`src/rtl/booth_final_adder.sv`:
```
// booth_final_adder
// Two-stage carry-propagate adder that resolves the redundant carry/sum pair
// from the Booth multiplier's 4:2 compressor tree into the final product.
// The 2*LENGTH-bit addition is split into a low half (stage 1) and a high
// half (stage 2). Both sides use a valid/ready handshake with full
// backpressure, and the adder sustains one result per cycle.
//
// Ports:
//   sys_clk    rising-edge clock
//   sys_rst    asynchronous active-high reset
//   in_valid   C/D/Co are valid this cycle
//   in_ready   stage 1 can accept this cycle
//   C          compressor carry vector (weight 2)
//   D          compressor sum vector (weight 1)
//   Co         compressor carry-out (weight 2, lands on bit 1)
//   out_valid  P/ovf are valid
//   out_ready  downstream accepts P this cycle
//   P          (2*C + D + 2*Co) mod 2^(2*LENGTH)
//   ovf        the full sum is >= 2^(2*LENGTH)
module booth_final_adder #(
  parameter int LENGTH = 32
) (
  input  logic                  sys_clk,
  input  logic                  sys_rst,
  input  logic                  in_valid,
  output logic                  in_ready,
  input  logic [2*LENGTH-1:0]   C,
  input  logic [2*LENGTH-1:0]   D,
  input  logic                  Co,
  output logic                  out_valid,
  input  logic                  out_ready,
  output logic [2*LENGTH-1:0]   P,
  output logic                  ovf
);

  localparam int W = 2 * LENGTH;

  // Half-width three-operand add, returning {carry, sum}.
  function automatic logic [LENGTH:0] add3(input logic [LENGTH-1:0] a,
                                           input logic [LENGTH-1:0] b,
                                           input logic [LENGTH-1:0] c);
    return {1'b0, a} + {1'b0, b} + {1'b0, c};
  endfunction

  // X = C << 1 split into halves; C's MSB falls off the 2L-bit word and is
  // carried separately so it can still contribute to ovf.
  logic [LENGTH-1:0] x_lo;
  logic [LENGTH-1:0] x_hi;
  logic [LENGTH-1:0] z_lo;
  logic [LENGTH:0]   sum_lo;
  logic [LENGTH:0]   sum_hi;

  logic              vld_p1;
  logic [LENGTH-1:0] lo_p1;
  logic              c1_p1;
  logic [LENGTH-1:0] xhi_p1;
  logic [LENGTH-1:0] yhi_p1;
  logic              msb_p1;

  logic adv_p1;
  logic adv_p2;
  logic accept;

  assign x_lo = {C[LENGTH-2:0], 1'b0};
  assign x_hi = C[W-2:LENGTH-1];
  assign z_lo = {{(LENGTH-2){1'b0}}, Co, 1'b0};

  // X[0] is always 0, so the low-half carry never exceeds 1.
  assign sum_lo = add3(x_lo, D[LENGTH-1:0], z_lo);
  assign sum_hi = add3(xhi_p1, yhi_p1, {{(LENGTH-1){1'b0}}, c1_p1});

  // Ready ripples backwards combinationally from out_ready; this is the only
  // input-to-output combinational path.
  assign adv_p2   = !out_valid || out_ready;
  assign adv_p1   = vld_p1 && adv_p2;
  assign in_ready = !vld_p1 || adv_p1;
  assign accept   = in_valid && in_ready;

  // ---- stage 1: low half + captured high-half operands ----
  always_ff @(posedge sys_clk or posedge sys_rst) begin
    if (sys_rst) begin
      vld_p1 <= 1'b0;
      lo_p1  <= '0;
      c1_p1  <= 1'b0;
      xhi_p1 <= '0;
      yhi_p1 <= '0;
      msb_p1 <= 1'b0;
    end else if (in_ready) begin
      // Stage 1 is either empty or draining this cycle: it takes whatever
      // arrives, or becomes a bubble.
      vld_p1 <= in_valid;
      if (accept) begin
        lo_p1  <= sum_lo[LENGTH-1:0];
        c1_p1  <= sum_lo[LENGTH];
        xhi_p1 <= x_hi;
        yhi_p1 <= D[W-1:LENGTH];
        msb_p1 <= C[W-1];
      end
    end
  end

  // ---- stage 2: high half, result register ----
  always_ff @(posedge sys_clk or posedge sys_rst) begin
    if (sys_rst) begin
      out_valid <= 1'b0;
      P         <= '0;
      ovf       <= 1'b0;
    end else if (adv_p2) begin
      out_valid <= vld_p1;
      if (adv_p1) begin
        P   <= {sum_hi[LENGTH-1:0], lo_p1};
        ovf <= msb_p1 || sum_hi[LENGTH];
      end
    end
  end

endmodule

```
`config.mk`:
```
export PLATFORM = sky130hd
export DESIGN_NAME = booth_final_adder
export DESIGN_NICKNAME = d
export VERILOG_FILES = /design/src/rtl/booth_final_adder.sv
export SDC_FILE = /design/constraint.sdc
export NUM_CORES = 1
export LEC_CHECK = 0
export BUFFER_PORTS_ARGS = -buffer_cell sky130_fd_sc_hd__buf_2
export CAP_MARGIN = 20
export CORE_MARGIN = 3
export CORE_UTILIZATION = 45
export DETAILED_ROUTE_END_ITERATION = 8
export PLACE_DENSITY = 0.75
export SLEW_MARGIN = 20
export SYNTH_ARGS = -nofsm -noshare
export SYNTH_HDL_FRONTEND = slang
export SYNTH_SLANG_ARGS = --single-unit
```
`constraint.sdc`:
```
create_clock -name sys_clk -period 6.3 [get_ports sys_clk]
set_clock_uncertainty 0.2 [all_clocks]
set_input_delay 1.89 -clock sys_clk [delete_from_list [all_inputs] [get_ports sys_clk]]
set_output_delay 1.89 -clock sys_clk [all_outputs]
set_load 0.1 [all_outputs]
```
==> run metrics, run 1 <==
initial antenna violation count=5; PostCTS Resize Cnt=0; CTS Root Buffer Type=clkbuf_16; R2R Path Start=c1_p1; R2R setup slack=2910 ps; flops & latches, synth=165; Die X-Extent=155 um; CP max stage cell=buf_2; endpoint type of the worst setup path=primary output; core area=21400 um^2; hold path endpoint=P[5]; metal2 WL=11200 um; Worst-Margin Slew=913 ps; Max Cap Viol=0; # rows=53; Num CTS Buffers=17; Cell Area, Synth=9940 um^2; run status=finished, final reports clean; worst hold start=lo_p1[5]; r2r endpoint=P[62]; Vias per Instance=5.28; postcts setup bufs=0; power per cell area=410 nW/um^2; Detail Route Antenna Nets=0; drt wl/cell=15.0 um; DRC=0; CP max stage delay=470 ps; cells along the critical path=buf_2 > nand3b_1 > buf_2; top cell type's share of synthesized area=41.5%; Congestion Overflow GR=0; final setup TNS=0 ps; Ports=200; WL met3=1480 um; CP Max Fanout=4; Synth-to-Final Area Change=17.4%; hold_buf cts=0; clk slew on worst S/H paths=70 ps; CP Launch Type=input pin; R2R depth=11; number of flops mapped to enable cells by yosys=0; syn_nets=1383; die footprint=23900 um^2; Starting Density=46.6%; vias=8521; First-pass DRT Iterations=5; Post-synth ARST share=100%; Slew headroom=39.1%; RSZ-0062 raised after global routing=false; sequential-to-total area share from yosys stat=41.5%; Clk Latency, worst-skew pair=430 ps; top-count cell post-synth=nand2_1; Syn Area/Cell=8.61 um^2; CTS tree=built; gr usage total=20.3%; Slew Viols, Final=0; Worst Path Arrival=2640 ps; most frequent cells after synthesis=nand2_1, dfrtp_1, ha_1; # H-tree levels=4; Yosys warnings=0; post-detail-place hpwl=17800 um; Die Span Y=155 um; hold path depth=2; leakage=6.09 nW; fin nets=1553; Synth cell types=73; largest net degree at the start of global routing=166; VDD IR max=0.224 mV; crit path time final=4730 ps; ratio of cells with drive above 1 in the final layout=19.4%; Diodes inserted=0; # clock sinks=165; M1 wire length=11100 um; DRT iter0 DRCs=333; Setup violations, final=0; WS Path Type=in2out; Final Total Pwr=4.79 mW; Final Hold Vio Count=0; Crit path top cell by count=buf_2; Max Fclk=0.212 GHz; Syn Inst Count=1155; vias in the first global route=8142; WL final=24200 um; global placement routability congestion=0.895; Top Layer Used=met5; global-route wire length before repair=40000 um; WP data required=4210 ps; Worst Hold Class=reg2reg; CTS max path bufs=2; Area contributors post-synth=dfrtp_1, nand2_1, ha_1, o21ai_0, a21oi_1; largest area contributor in the netlist=dfrtp_1; predominant post-synthesis flop cell=dfrtp_1; Buffers on Ports=199; fin crit share=75.0%
[layer usage]
layer	up-vias	GRT usage, %
li1	4297	-
met1	3951	27.9
met2	229	32.8
met3	34	4.14
met4	10	5.68
met5	-	0
[cell families (layout without fill, tap and decap cells)]
logic type | Yosys count | after routing | synth area share (%)
and+or+nand+nor | 525 | 525 | 22.2
AOI/OAI and AO/OA | 250 | 250 | 16.7
DFF | 165 | 165 | 41.5
adders and majority gates | 95 | 95 | 12.3
buffers and inverters | 76 | 259 | 3.40
xor gates and xnor gates | 43 | 43 | 3.79
muxes | 1 | 1 | 0.101
[how the worst max path moves through the flow]
stage / depth (start not counted) / startpoint / slack [ps] / end
floorplan: 1 / out_ready / 1480 / in_ready
global placement: 12 / C[1] / 1340 / c1_p1
detailed placement: 12 / C[1] / 1270 / c1_p1
CTS: 3 / out_ready / 1570 / in_ready
global route: 12 / C[1] / 1450 / c1_p1
finish: 3 / out_ready / 1570 / in_ready
[final cells by class]
type                            instances  area, um^2
Inverter                               23        90.1
Clock inverter                         14         140
Timing Repair Buffer                  204        1050
Clock buffer                           18         429
Fill cell                            1959        9680
Tap cell                              275         344
Multi-Input combinational cell        914        5490
Sequential cell                       165        4130
[metrics by stage]
step                      setup WS, ps  instances  instance area [um^2]  hold WS (ps)  util (%)
after CTS                         1570       1613                 11700           267      54.7
after global routing              1450       1613                 11700           291      54.7
after detailed placement          1270       1581                 11100           249      52.0
final                             1570       1613                 11700           266      54.7
after floorplan                   1480       1155                  9940           237         -
after global placement            1340       1581                 11100           246      52.0
[worst max-delay path: cells and delay by family]
family,cells,cell delay [ps]
AND/OR/NAND/NOR,1,190
buffers and inverters,2,550
[where the power goes]
group	switching (mW)	internal (mW)	total, mW	leakage, nW
sequential	0.160	1.32	1.48	2.03
clock	0.471	0.557	1.03	0.280
combinational	1.77	0.513	2.28	3.78
total	2.40	2.39	4.79	6.09
[sequential cells by signal, summed over array words and instances (netlist names), 32 cells and up]
name,flops
yhi_p1,32
P,64
xhi_p1,32
lo_p1,32
[cell usage in the layout, fill, tap and decap left out, drive strengths merged, types with 23 or more instances in the layout]
cell type	synthesis	layout
a21o	23	23
nand2	397	397
buf	11	204
ha	91	91
a21oi	59	59
o21ai	86	86
nor2	39	39
xor2	23	23
dfrtp	165	165
inv	23	30
No activity file was read; power rests on OpenSTA's default activity.
==> run 2: changes to the inputs <==
Settings changed: ABC_AREA set to 1, PLACE_DENSITY 0.75 to 0.74.
Clock period 6.3 ns to 3.84 ns, I/O delays scaled along.
==> run 2 against run 1 <==
Against the previous run: first-iteration DRC count up 68%; clock power is 75% higher; sequential power up 69%; cell count rose by 35%; count of clock-buffer cells in the layout down 1.
==> run metrics, run 2 <==
run status=finished, final reports clean; # clock sinks=165; hold path endpoint=P[14]; fin crit share=82.2%; crit path time final=3160 ps; R2R setup slack=1250 ps; top-count cell post-synth=nand2_1; most common cell after layout, fill and taps aside=nand2_1; leakage=7.89 nW; final design utilization=54.9%; vias=10500; largest area contributor in the netlist=dfrtp_1; endpoint type of the worst setup path=primary output; DRC=0; hold path depth=2; post-detail-place hpwl=23600 um; Syn Area/Cell=6.73 um^2; Hold Slack=273 ps; hold_buf cts=0; ratio of cells with drive above 1 in the final layout=14.4%; Synth cell types=32; clk slew on worst S/H paths=70 ps; vias in the first global route=10100; Post-synth ARST share=100%; Synth-to-Final Area Change=17.8%; # rows=56; Cell Area, Synth=11100 um^2; syn_nets=1882; Area contributors post-synth=dfrtp_1, nand2_1, ha_1, inv_1, nand3_1; drt wl/cell=13.6 um; predominant post-synthesis flop cell=dfrtp_1; CTS max path bufs=2; Buffers on Ports=199; worst hold start=lo_p1[14]; # H-tree levels=4; initial antenna violation count=2; CP Max Fanout=3; Die X-Extent=163 um; R2R Path Start=c1_p1; Die Span Y=163 um; r2r endpoint=P[52]; global placement routability congestion=0.912; Ports=200; DRT iter0 DRCs=559; WL final=29800 um; core area=23900 um^2; Clk Latency, worst-skew pair=440 ps; WS Path Type=in2out; CTS Root Buffer Type=clkbuf_16; Setup violations, final=0; Syn Inst Count=1654; Worst Path Arrival=1800 ps; most frequent cells after synthesis=nand2_1, inv_1, dfrtp_1; Slew headroom=37.9%; final setup TNS=0 ps; CP Launch Type=input pin; WP data required=2490 ps; number of flops mapped to enable cells by yosys=0; Num CTS Buffers=17; fin nets=2075; power per cell area=686 nW/um^2; First-pass DRT Iterations=5; worst setup margin=683 ps; Vias per Instance=4.81; top cell type's share of synthesized area=37.1%; Starting Density=46.6%; CTS tree=built; global-route wire length before repair=48900 um; dpl cell area=12500 um^2; Max Cap Viol=0; Reg with most FFs=P; Slew Viols, Final=0; Setup WS pre-CTS=381 ps; Max Fclk=0.317 GHz; flops & latches, synth=165; Final Hold Vio Count=0; die footprint=26700 um^2; RSZ-0062 raised after global routing=false; gr usage total=22.8%; cell area after layout=13100 um^2; PostCTS Resize Cnt=0; most frequent cells in the layout=nand2_1, inv_1, buf_2; VDD IR max=0.683 mV; sequential-to-total area share from yosys stat=37.1%; Yosys warnings=0; largest net degree at the start of global routing=166; R2R depth=12; postcts setup bufs=0; Worst Hold Class=reg2reg; max FFs per register=64; Detail Route Antenna Nets=0; Worst-Margin Slew=932 ps; Congestion Overflow GR=0
## run 2: changes by cell type in the layout (fill, tap and decap cells not counted), sizes merged, moves of 10 or more
cell	delta
a21oi	-16
nand3	+71
and3	-11
o21a	-10
xor2	-22
o21ai	-36
nor2	+49
o31ai	-10
nand2	+398
a21o	-22
a211oi	-14
inv	+214
## run 2: kinds of logic (layout without fill, tap and decap cells)
family | Yosys count | after routing | synth area share [%]
compound gates | 102 | 102 | 4.82
xor+xnor | 26 | 26 | 2.04
fa+ha+maj | 95 | 95 | 10.9
buf+inv | 271 | 477 | 9.48
flops | 165 | 165 | 37.1
other cells | 0 | 2 | 0
simple gates | 995 | 995 | 35.6
## run 2: area by class of cell
type                       instances  area (um^2)
clock buffer                      17          425
timing repair buffer             209         1110
sequential                       165         4130
tap                              319          399
inverter                         236          890
antenna                            2         5.00
clock inverter                    15          195
fill                            2428        10800
multi-input combinational       1218         5960
## run 2: report_power, final
part	switching, mW	internal, mW	total, mW
clock	0.855	0.947	1.80
combinational	3.71	0.979	4.69
sequential	0.279	2.22	2.50
total	4.85	4.14	8.99
## run 2: worst max path at each step
stage | startpoint | to | slack (ps)
6_report | out_ready | in_ready | 680
5_1_grt | C[0] | lo_p1[22] | 640
4_1_cts | out_ready | in_ready | 680
3_5_place_dp | C[1] | lo_p1[22] | 380
3_3_place_gp | C[1] | lo_p1[22] | 450
2_1_floorplan | sys_rst | P[0] | 390
## run 2: critical path, stage by stage
cell and delay, ps:
buf_2 70, inv_1 50, nand3_2 90, buf_2 430
## run 2: per-stage QoR
step | total power, mW | cells
6_report | 8.99 | 2181
5_1_grt | 9.51 | 2181
4_1_cts | 9.04 | 2179
3_5_place_dp | 7.23 | 2147
3_3_place_gp | 7.18 | 2147
2_1_floorplan | 6.25 | 1654
## run 2: layer usage
layer / part of all wire, % / global-route usage (%)
met1: 45 / 29.4
met2: 49 / 40.0
met3: 4.3 / 2.92
met4: 2.0 / 6.92
met5: 0 / 0
